`config.mk`:
```
export PLATFORM = sky130hd
export DESIGN_NAME = battle_sequencer
export DESIGN_NICKNAME = d
export VERILOG_FILES = /design/src/rtl/battle_sequencer_pkg.sv /design/src/rtl/battle_sequencer_sat_sub8.sv /design/src/rtl/battle_sequencer.sv
export SDC_FILE = /design/constraint.sdc
export NUM_CORES = 1
export LEC_CHECK = 0
export CORE_MARGIN = 3
export CORE_UTILIZATION = 57
export DETAILED_ROUTE_END_ITERATION = 10
export GPL_TIMING_DRIVEN = 0
export PLACE_DENSITY = 0.84
export RECOVER_POWER = 50
export REMOVE_ABC_BUFFERS = 1
export SLEW_MARGIN = 10
export SYNTH_ARGS = -nofsm -noshare
export SYNTH_HDL_FRONTEND = slang
export SYNTH_SLANG_ARGS = --single-unit
```
`constraint.sdc`:
```
create_clock -name clk -period 5.8 [get_ports clk]
set_input_delay 1.16 -clock clk [delete_from_list [all_inputs] [get_ports clk]]
set_output_delay 1.16 -clock clk [all_outputs]
set_load 0.02 [all_outputs]
```
`src/rtl/battle_sequencer_pkg.sv`:
```
// Shared phase codes, UART key codes and HP defaults for the battle sequencer.
package battle_sequencer_pkg;

  typedef enum logic [2:0] {
    PH_IDLE   = 3'd0,
    PH_MENU   = 3'd1,
    PH_ATTACK = 3'd2,
    PH_DODGE  = 3'd3,
    PH_WIN    = 3'd4,
    PH_LOSE   = 3'd5
  } phase_t;

  localparam logic [7:0] KEY_ENTER   = 8'h0D;
  localparam logic [7:0] KEY_ATTACK  = 8'h61;
  localparam logic [7:0] KEY_HEAL    = 8'h68;
  localparam logic [7:0] KEY_RESTART = 8'h72;

  localparam int P_HP_DEFAULT   = 100;
  localparam int MON_HP_DEFAULT = 100;

endpackage

```
`src/rtl/battle_sequencer_sat_sub8.sv`:
```
// 8-bit subtract clamped at zero; purely combinational, no flow control.
module sat_sub8 (
  input  logic [7:0] a,
  input  logic [7:0] b,
  output logic [7:0] y
);

  assign y = (a > b) ? (a - b) : 8'd0;

endmodule

```
`src/rtl/battle_sequencer.sv`:
```
// Turn-based battle FSM: menu, attack gauge, timed bullet dodge, win/lose/restart.
// Inputs act in the cycle sampled, all outputs register on the next clk edge; no backpressure.
module battle_sequencer
  import battle_sequencer_pkg::*;
#(
  parameter int DODGE_TICKS = 50,
  parameter int P_HP_INIT   = P_HP_DEFAULT,
  parameter int MON_HP_INIT = MON_HP_DEFAULT,
  parameter int HEAL_AMT    = 10,
  parameter int NUM_WAVES   = 8
) (
  input  logic       clk,
  input  logic       reset,
  input  logic       tick,
  input  logic       key_valid,
  input  logic [7:0] key,
  input  logic       atk_done,
  input  logic [7:0] atk_dmg,
  input  logic       hit_pulse,
  input  logic [7:0] hit_dmg,
  output logic [2:0] phase,
  output logic       atk_start,
  output logic       bullet_run,
  output logic [2:0] wave_idx,
  output logic [7:0] mon_hp,
  output logic [7:0] p_hp,
  output logic       game_over,
  output logic       win
);

  localparam int CNT_W = $clog2(DODGE_TICKS + 1);

  phase_t           state, nextState;
  logic [CNT_W-1:0] tickCnt, nextCnt, cntInc;
  logic [7:0]       nextPHp, nextMonHp, pHpHit, monHpHit;
  logic [2:0]       nextWave, waveInc;
  logic [8:0]       healSum;
  logic             nextAtkStart, nextBulletRun, nextWin, nextGameOver;
  logic             keyEnter, keyAttack, keyHeal, keyRestart;

  sat_sub8 uPlayerSub (.a(p_hp),   .b(hit_dmg), .y(pHpHit));
  sat_sub8 uMonSub    (.a(mon_hp), .b(atk_dmg), .y(monHpHit));

  assign keyEnter   = key_valid && (key == KEY_ENTER);
  assign keyAttack  = key_valid && (key == KEY_ATTACK);
  assign keyHeal    = key_valid && (key == KEY_HEAL);
  assign keyRestart = key_valid && (key == KEY_RESTART);

  assign cntInc  = tickCnt + CNT_W'(1);
  assign waveInc = (wave_idx == 3'(NUM_WAVES - 1)) ? 3'd0 : wave_idx + 3'd1;
  assign healSum = {1'b0, p_hp} + 9'(HEAL_AMT);
  assign phase   = state;

  always_comb begin
    nextState = state;
    nextPHp   = p_hp;
    nextMonHp = mon_hp;
    nextWave  = wave_idx;
    nextCnt   = tickCnt;
    case (state)
      PH_IDLE: begin
        if (keyEnter) nextState = PH_MENU;
      end
      PH_MENU: begin
        if (keyAttack) begin
          nextState = PH_ATTACK;
        end else if (keyHeal) begin
          nextPHp   = (healSum > 9'(P_HP_INIT)) ? 8'(P_HP_INIT) : healSum[7:0];
          nextState = PH_DODGE;
          nextCnt   = '0;
        end
      end
      PH_ATTACK: begin
        if (atk_done) begin
          nextMonHp = monHpHit;
          nextState = (monHpHit == 8'd0) ? PH_WIN : PH_DODGE;
          nextCnt   = '0;
        end
      end
      PH_DODGE: begin
        if (tick) nextCnt = cntInc;
        if (hit_pulse) nextPHp = pHpHit;
        // A fatal hit wins over a coincident timeout, and leaves the wave alone.
        if (hit_pulse && (pHpHit == 8'd0)) begin
          nextState = PH_LOSE;
        end else if (tick && (cntInc == CNT_W'(DODGE_TICKS))) begin
          nextState = PH_MENU;
          nextWave  = waveInc;
        end
      end
      PH_WIN, PH_LOSE: begin
        if (keyRestart) begin
          nextState = PH_IDLE;
          nextPHp   = 8'(P_HP_INIT);
          nextMonHp = 8'(MON_HP_INIT);
          nextWave  = 3'd0;
          nextCnt   = '0;
        end
      end
      default: nextState = PH_IDLE;
    endcase

    nextAtkStart  = (state == PH_MENU) && (nextState == PH_ATTACK);
    nextBulletRun = (nextState == PH_DODGE);
    nextWin       = (nextState == PH_WIN);
    nextGameOver  = (nextState == PH_LOSE);
  end

  always_ff @(posedge clk or posedge reset) begin
    if (reset) begin
      state      <= PH_IDLE;
      p_hp       <= 8'(P_HP_INIT);
      mon_hp     <= 8'(MON_HP_INIT);
      wave_idx   <= 3'd0;
      tickCnt    <= '0;
      atk_start  <= 1'b0;
      bullet_run <= 1'b0;
      win        <= 1'b0;
      game_over  <= 1'b0;
    end else begin
      state      <= nextState;
      p_hp       <= nextPHp;
      mon_hp     <= nextMonHp;
      wave_idx   <= nextWave;
      tickCnt    <= nextCnt;
      atk_start  <= nextAtkStart;
      bullet_run <= nextBulletRun;
      win        <= nextWin;
      game_over  <= nextGameOver;
    end
  end

endmodule

```
==> impl_metrics.toml, run 1 <==
[routing]
vias_per_cell = 6.118
post-route-drc-count = 0
postRouteAntennaNets = 0
route.vias.total = 2845
initialDrtViolationCount = 273
routed_wl_mm = 7.248
dr.pass1.iters = 5
avgRoutedWirePerCell_um = 15.59

[timing]
final_max_slew_viol_count = 0
final-hold-violation-count = 0
max_freq_mhz = 270.2
period_needed_ns = 3.701
fin_setup_tns_ns = 0
layout_worst_path_cycle_share_pct = 63.81
final.setup.worst_slack_ns = 2.099
setup-violations-final = 0
relSlewSlack_pct = 17.03
worst_slew_pin_slew_ns = 1.243
rsz0062_at_grt = "false"
fin_worst_skew_ns = 0.007256

[placed_design]
preCtsSetupSlack_ns = 1.803
dpl-instance-area_um2 = 3411
port_buffers = 55
finalWeightedCongestion = 0.9017
post-dp-hpwl_mm = 5.589

[worst_hold_path]
hold_class = "flop to flop"

[grt]
globalRouteTotalUtil_pct = 25.17
grt_max_degree = 33
antenna_found_initial = 0
grt_pass1_vias = 2598
grt_pass1_wl_mm = 12.36
grt_overflow = 0

[synth]
yosysMostFrequentCell = "inv_1"
ys_top_cells_by_count = "33 x inv_1, 27 x nor2_1, 26 x dfrtp_1, 23 x nand2_1"
synthTopCellsByArea = "dfrtp_1 23%, ha_1 9.3%, dfstp_2 5.6%"
synthDistinctLibCells = 63
synth_top_area_cell = "dfrtp_1"
synth_area_per_cell_um2 = 8.144
ys_seq_elements = 32
synthCells = 346
synth_async_sr_flop_share_pct = 100.0
synth_top_area_share_pct = 23.09
ys_seq_area_share_pct = 28.69
synth_area_um2 = 2818
ys.flop_type = "dfrtp_1"
ys_warn_count = 0
synth-edff-count = 0

[die]
fp-row-count = 24
die_x_um = 76.31
dieArea_um2 = 5823
io_pins = 56
start_util_pct = 61.73
coreArea_um2 = 4564
dieHeight_um = 76.31

[clock_network]
ctsHoldBuffers = 0
clock_path_buffers = 2
insertion_delay_ns = 0.28
post_cts_buffers = 0
clockRootBuffer = "clkbuf_8"
cts_tree = "done"
htree_levels = 2
cts_buffers = 5
clkTransAtPathRegs_ns = 0.06
cts_sinks = 32
ctsResizeCount = 0

[worst_setup_path]
path_class = "primary input to flop"
required_ns = 5.99
cp.arrival_ns = 3.89
cp-start-kind = "primary input"
crit_path_max_fanout = 5
end_kind = "flop"

[final_layout]
fin_nets = 452
drive_gt1_share_pct = 5.750
synthToLayoutAreaGrowth_pct = 24.25
fin_util_pct = 76.70
fin_area_um2 = 3501
diodes = 0

[pwr]
leakage_nw = 1.482
finalPower_uw = 962.9
pwr_density_cell_nw_per_um2 = 275.0
ir_worst_vdd_mv = 0.2095

[flow_run]
maxCapViolCount = 0

[status]
status = "completed"
cells in the final DEF, fill, tap and decap left out, types with 4 or more instances in the layout:
cell / instances
nor2b_1: 7
dlygate4sd3_1: 14
or3_1: 4
nand2b_1: 9
o21ai_0: 17
a31oi_1: 4
o2111ai_1: 4
clkbuf_8: 6
clkdlybuf4s50_1: 41
or2_2: 4
o22ai_1: 10
nand3_1: 6
a21o_1: 8
a21oi_1: 21
inv_1: 33
xor2_1: 6
nand4_1: 10
a211oi_1: 7
nand2_1: 23
dfstp_2: 6
dfrtp_1: 26
nor3_1: 11
o31ai_1: 6
ha_1: 21
nand3b_1: 5
nor2_1: 27
layer usage:
metal  GRT usage [%]  up-vias  share of wire, %
met3           4.019       10               7.0
met5               0        -                 0
met4           5.435        0               1.2
li1                -     1395                 -
met1           35.85     1330                45
met2           40.33      110                47
area by class of cell:
type / instances / area [µm²]
multi-input cells: 272 / 1847
fillers: 372 / 1064
clock buffers: 8 / 90.09
repair buffers: 55 / 550.5
flip-flops and latches: 32 / 808.3
inverters: 33 / 123.9
well taps: 65 / 81.33
path summary, 6_finish.rpt:
check                                    to  slack [ns]  cells after the start       start
max in group asynchronous          phase[2]        3.40                      2       reset
worst min register to register    mon_hp[7]        0.52                      2   mon_hp[7]
worst max register to register  wave_idx[0]        2.97                      8     p_hp[5]
min in group asynchronous        tickCnt[4]        1.66                      2       reset
worst min-delay path              mon_hp[7]        0.52                      2   mon_hp[7]
worst max-delay path             bullet_run        2.10                     10  atk_dmg[0]
sequential cells by signal, indices dropped and copies added (netlist names):
register,cells
mon_hp,8
p_hp,8
tickCnt,6
phase,3
wave_idx,3
atk_start,1
bullet_run,1
game_over,1
win,1
per-stage QoR:
stage,std cells,hold slack [ns]
final,465,0.5157
after global routing,465,0.5367
after CTS,465,0.5151
after detailed placement,457,0.4996
after global placement,457,0.4976
after floorplan,337,0.4870
worst max-delay path, cell delays in order:
cell and delay (ns):
clkdlybuf4s50_1 0.40, ha_1 0.22, fa_1 0.40, nor2b_1 0.18
o221ai_1 0.21, a21o_1 0.24, a211o_1 0.30, nor3_1 0.29
a221o_1 0.31, a21boi_1 0.20
power by group:
group	internal, mW	switching (mW)
logic	0.207	0.284
registers	0.250	0.0463
clock network	0.0967	0.0789
cell families (layout without fill, tap and decap cells):
group	after synthesis	count (layout)	synth area share (%)
AND/OR/NAND/NOR	128	128	24.51
buffers and inverters	42	96	5.773
XOR/XNOR	9	9	2.798
AO/OA/AOI/OAI	110	110	26.73
adder cells (fa/ha/maj)	23	23	10.75
flip-flops	32	32	28.69
multiplexers	2	2	0.7549
Power figures use the tool's default switching activity.
==> run 2, diff against run 1 <==
Settings changed: CORE_UTILIZATION 57 to 48, PLACE_DENSITY 0.84 to 0.75.
Clock period 5.8 ns to 3.2 ns, I/O delays scaled along.
==> impl_metrics.toml, run 2 (synthesized netlist as in run 1, its figures left out) <==
[status]
status = "completed"

[grt]
globalRouteTotalUtil_pct = 22.57
antenna_found_initial = 0
grt_max_degree = 33
grt_overflow = 0
grt_pass1_wl_mm = 12.14
grt_pass1_vias = 2667

[routing]
initialDrtViolationCount = 157
route.vias.total = 2858
post-route-drc-count = 0
avgRoutedWirePerCell_um = 15.81
postRouteAntennaNets = 0
dr.pass1.iters = 4
routed_wl_mm = 7.463
vias_per_cell = 6.055

[timing]
holdWs_ns = 0.5116
setup-violations-final = 0
worst_slew_pin_slew_ns = 1.254
final-hold-violation-count = 0
fin_worst_skew_ns = 0.01057
max_freq_mhz = 319.6
relSlewSlack_pct = 16.33
final_max_slew_viol_count = 0
layout_worst_path_cycle_share_pct = 97.76
rsz0062_at_grt = "false"
period_needed_ns = 3.128

[final_layout]
fin_area_um2 = 3526
top_regs = "mon_hp: 8 flops, p_hp: 8 flops, tickCnt: 6 flops"
fin_nets = 452
diodes = 0
drive_gt1_share_pct = 6.500
layout_commonest_cell = "clkdlybuf4s50_1"
synthToLayoutAreaGrowth_pct = 25.13
final_cell_mix = "42 x clkdlybuf4s50_1, 33 x inv_1, 27 x nor2_1, 26 x dfrtp_1, 23 x nand2_1"

[worst_setup_path]
path_class = "primary input to flop"
endpoint = "game_over"
end_kind = "flop"
path_depth = 10
reg2regPathDepth = 9
crit_start = "atk_dmg[1]"
reg2reg_slack_ns = 0.47
crit-reg2reg-launch = "p_hp[1]"
cp.arrival_ns = 3.30
required_ns = 3.38
timing.critical_path.mode_cell = "nand2b_1"
cp_cell_sequence = "clkdlybuf4s50_1 -> inv_1 -> ha_1 -> nand2b_1 -> a21o_1 -> a311oi_1 -> o2111a_1 -> nand2b_1 -> a221o_1 -> and2_1"
cp_slowest_stage_delay_ns = 0.57
worstReg2RegEnd = "wave_idx[1]"
critPathSlowestCell = "a311oi_1"
crit_path_max_fanout = 5
path_delay_family = "compound AO/OA/AOI/OAI gates"
cp-start-kind = "primary input"
critPathBufInv = 2

[die]
coreArea_um2 = 5608
dieHeight_um = 82.62
io_pins = 56
fp-row-count = 27
die_x_um = 82.62
start_util_pct = 50.25
dieArea_um2 = 6825

[pwr]
ir_worst_vdd_mv = 0.3635
finalPower_mw = 1.755
leakage_nw = 1.481
pwr_density_cell_nw_per_um2 = 497.7

[clock_network]
htree_levels = 2
cts_buffers = 5
cts_tree = "done"
insertion_delay_ns = 0.28
clockRootBuffer = "clkbuf_8"
clkTransAtPathRegs_ns = 0.07
cts_sinks = 32
clock_path_buffers = 2

[worst_hold_path]
hold_class = "flop to flop"
min_from = "mon_hp[3]"

[placed_design]
dpl-instance-area_um2 = 3420
post-dp-hpwl_mm = 5.692
port_buffers = 55
finalWeightedCongestion = 0.9063

[flow_run]
maxCapViolCount = 0
[run 2: cell types whose count changed in the layout (fill, tap and decap cells not counted), sizes merged]
cell	delta
clkdlybuf4s50	+1
dlygate4sd3	-1
[run 2: how the worst min path moves through the flow]
stage            endpoint  depth (start not counted)
2_1_floorplan  tickCnt[5]                          1
6_report        mon_hp[3]                          2
3_3_place_gp   tickCnt[5]                          1
4_1_cts        tickCnt[5]                          1
5_1_grt         mon_hp[2]                          2
3_5_place_dp   tickCnt[5]                          1
[run 2: repair_timing]
item,in CTS,in global routing
setup endpoints to repair,0,10
buffers inserted,0,0
gates resized for setup,0,4
hold buffers,0,0
[run 2: metal layers]
layer | wire length, µm | GRT usage, % | share of wire, %
met1 | 3327 | 28.85 | 45
met2 | 3579 | 39.66 | 48
met3 | 495 | 3.688 | 6.6
met4 | 61 | 5.229 | 0.82
met5 | 0 | 0 | 0
[run 2: through the flow]
stage / worst slack (ns) / utilization [%] / setup TNS (ns) / cells
floorplan: 0.4340 / - / 0 / 337
global placement: -0.1993 / 60.98 / -1.548 / 464
detailed placement: -0.2426 / 60.98 / -2.043 / 464
CTS: 0.04052 / 62.58 / 0 / 472
global route: 0.007822 / 62.87 / 0 / 472
finish: 0.07156 / 62.87 / 0 / 472
[run 2: where the power goes]
group | leakage, nW | switching, mW | internal, mW
logic | 1.04 | 0.511 | 0.375
clock network | 0.0455 | 0.154 | 0.176
registers | 0.393 | 0.0864 | 0.453
[run 2: cell type report]
cell class | count | area, µm²
Clock buffer | 8 | 90.09
Timing Repair Buffer | 55 | 550.5
Tap cell | 72 | 90.09
Inverter | 33 | 123.9
Multi-Input combinational cell | 272 | 1863
Fill cell | 496 | 2082
Sequential cell | 32 | 808.3
[run 2: worst min-delay path: cells and delay by family, from the launching register on]
family / cells / cell delay, ns
flip-flops: 1 / 0.37
AND/OR/NAND/NOR: 1 / 0.05
AO/OA/AOI/OAI: 1 / 0.06
==> run 3, diff against run 2 <==
Settings changed: REMOVE_ABC_BUFFERS 1 to not set.
==> impl_metrics.toml, run 3 (synthesized netlist as in run 1, its figures left out) <==
[final_layout]
layout_commonest_cell = "clkdlybuf4s50_1"
synthToLayoutAreaGrowth_pct = 28.51
drive_gt1_share_pct = 9.024
final_cell_mix = "41 x clkdlybuf4s50_1, 33 x inv_1, 27 x nor2_1, 26 x dfrtp_1, 23 x nand2_1"
diodes = 0
top_regs = "mon_hp: 8 flops, p_hp: 8 flops, tickCnt: 6 flops"
multi_input_area_um2 = 1874
fin_nets = 462
fin_area_um2 = 3621
register_area_um2 = 808.3
fillers = 520

[pwr]
switching_power_uw = 754.3
combPwrFrac_pct = 48.3
ir_worst_vdd_mv = 0.4322
intPower_mw = 1.110
netSwitchingFraction_pct = 40.47
pwr_density_cell_nw_per_um2 = 514.8
leakage_nw = 1.544
clockPowerShare_pct = 23.3
p_seq_share_pct = 28.4
finalPower_mw = 1.864

[clock_network]
clockRootBuffer = "clkbuf_8"
cts_tree = "done"
clock_path_buffers = 2
insertion_delay_ns = 0.29
cts_sinks = 32
htree_levels = 2
cts_buffers = 5
clkTransAtPathRegs_ns = 0.07

[grt]
antenna_found_initial = 0
grt_max_degree = 33
globalRouteTotalUtil_pct = 22.88
grt_pass1_vias = 2565
grt_overflow = 0
grt_pass1_wl_mm = 12.10

[placed_design]
port_buffers = 55
finalWeightedCongestion = 0.9069
post-dp-hpwl_mm = 6.049
dpl-instance-area_um2 = 3458

[timing]
relSlewSlack_pct = 19.22
max_freq_mhz = 325.5
rsz0062_at_grt = "false"
worst_slew_pin_slew_ns = 1.210
fin_worst_skew_ns = 0.009558
period_needed_ns = 3.072
final-hold-violation-count = 0
final_max_slew_viol_count = 0
setup-violations-final = 0
layout_worst_path_cycle_share_pct = 96.01

[worst_setup_path]
path_class = "primary input to flop"
cp.arrival_ns = 3.25
cp_slowest_stage_delay_ns = 0.53
cp-start-kind = "primary input"
required_ns = 3.38
critPathSlowestCell = "fa_2"
critPathBufInv = 2
path_delay_family = "adder cells"
crit_path_max_fanout = 4
cp_cell_sequence = "clkdlybuf4s50_1 -> ha_2 -> fa_2 -> nand2_1 -> or3_1 -> mux2i_1 -> o2111a_1 -> nand2b_1 -> a221o_1 -> buf_4 -> and2_1"
end_kind = "flop"

[worst_hold_path]
hold_class = "flop to flop"

[status]
status = "completed"

[die]
io_pins = 56
start_util_pct = 50.25
dieArea_um2 = 6825
die_x_um = 82.62
dieHeight_um = 82.62
coreArea_um2 = 5608
fp-row-count = 27

[routing]
post-route-drc-count = 0
routed_wl_mm = 7.605
initialDrtViolationCount = 242
vias_per_cell = 5.840
dr.pass1.iters = 4
avgRoutedWirePerCell_um = 15.78
route.vias.total = 2815
postRouteAntennaNets = 0

[flow_run]
maxCapViolCount = 0

[synth]
synth_nets = 399
==> run 3: worst paths after layout <==
path / start / end / slack [ns] / cells past startpoint
setup / recovery: atk_dmg[0] / game_over / 0.13 / 11
min in group asynchronous: reset / p_hp[7] / 1.12 / 2
hold reg to reg: tickCnt[5] / tickCnt[5] / 0.52 / 1
hold / removal: tickCnt[5] / tickCnt[5] / 0.52 / 1
max in group asynchronous: reset / phase[1] / 1.36 / 2
setup reg to reg: mon_hp[0] / game_over / 0.50 / 11
==> run 3: routing by layer <==
metal	up-vias	global-route usage [%]	part of all wire (%)
met5	-	0	0
li1	1419	-	-
met1	1308	32.95	47
met4	0	5.556	1.2
met2	78	35.42	46
met3	10	4.121	5.8
==> run 3: power groups by stage <==
stage	clock network, mW	registers (mW)	logic [mW]
floorplan	0	0.555	0.585
global placement	0	0.534	0.866
detailed placement	0	0.535	0.887
CTS	0.433	0.526	0.893
global route	0.456	0.536	0.992
finish	0.434	0.529	0.901
==> run 3: timing repair <==
action | 4_1_cts | 5_1_grt
pin swaps | 1 | 0
hold buffers | 0 | 0
hold endpoints to repair | 0 | 0
endpoints found under the setup margin | 1 | 12
resized for setup | 0 | 9
setup buffers | 1 | 0
==> run 3: layout make-up <==
cell class	count	area share [%]
Clock inverter	1	0.8293
Inverter	33	3.421
Tap cell	72	2.488
Buffer	9	1.106
Sequential cell	32	22.32
Multi-Input combinational cell	272	51.76
Timing Repair Buffer	56	15.41
Clock buffer	7	2.661
==> run 3: per-stage QoR <==
stage | setup WS (ns) | hold WS, ns | util, % | setup TNS, ns | std cells
2_1_floorplan | 0.4340 | 0.4870 | - | 0 | 346
3_3_place_gp | -0.4087 | 0.4987 | 61.67 | -2.358 | 473
3_5_place_dp | -0.3828 | 0.5082 | 61.67 | -2.295 | 473
4_1_cts | 0.03476 | 0.5171 | 64.06 | 0 | 482
5_1_grt | 0.01330 | 0.5419 | 64.57 | 0 | 482
6_report | 0.1276 | 0.5178 | 64.57 | 0 | 482
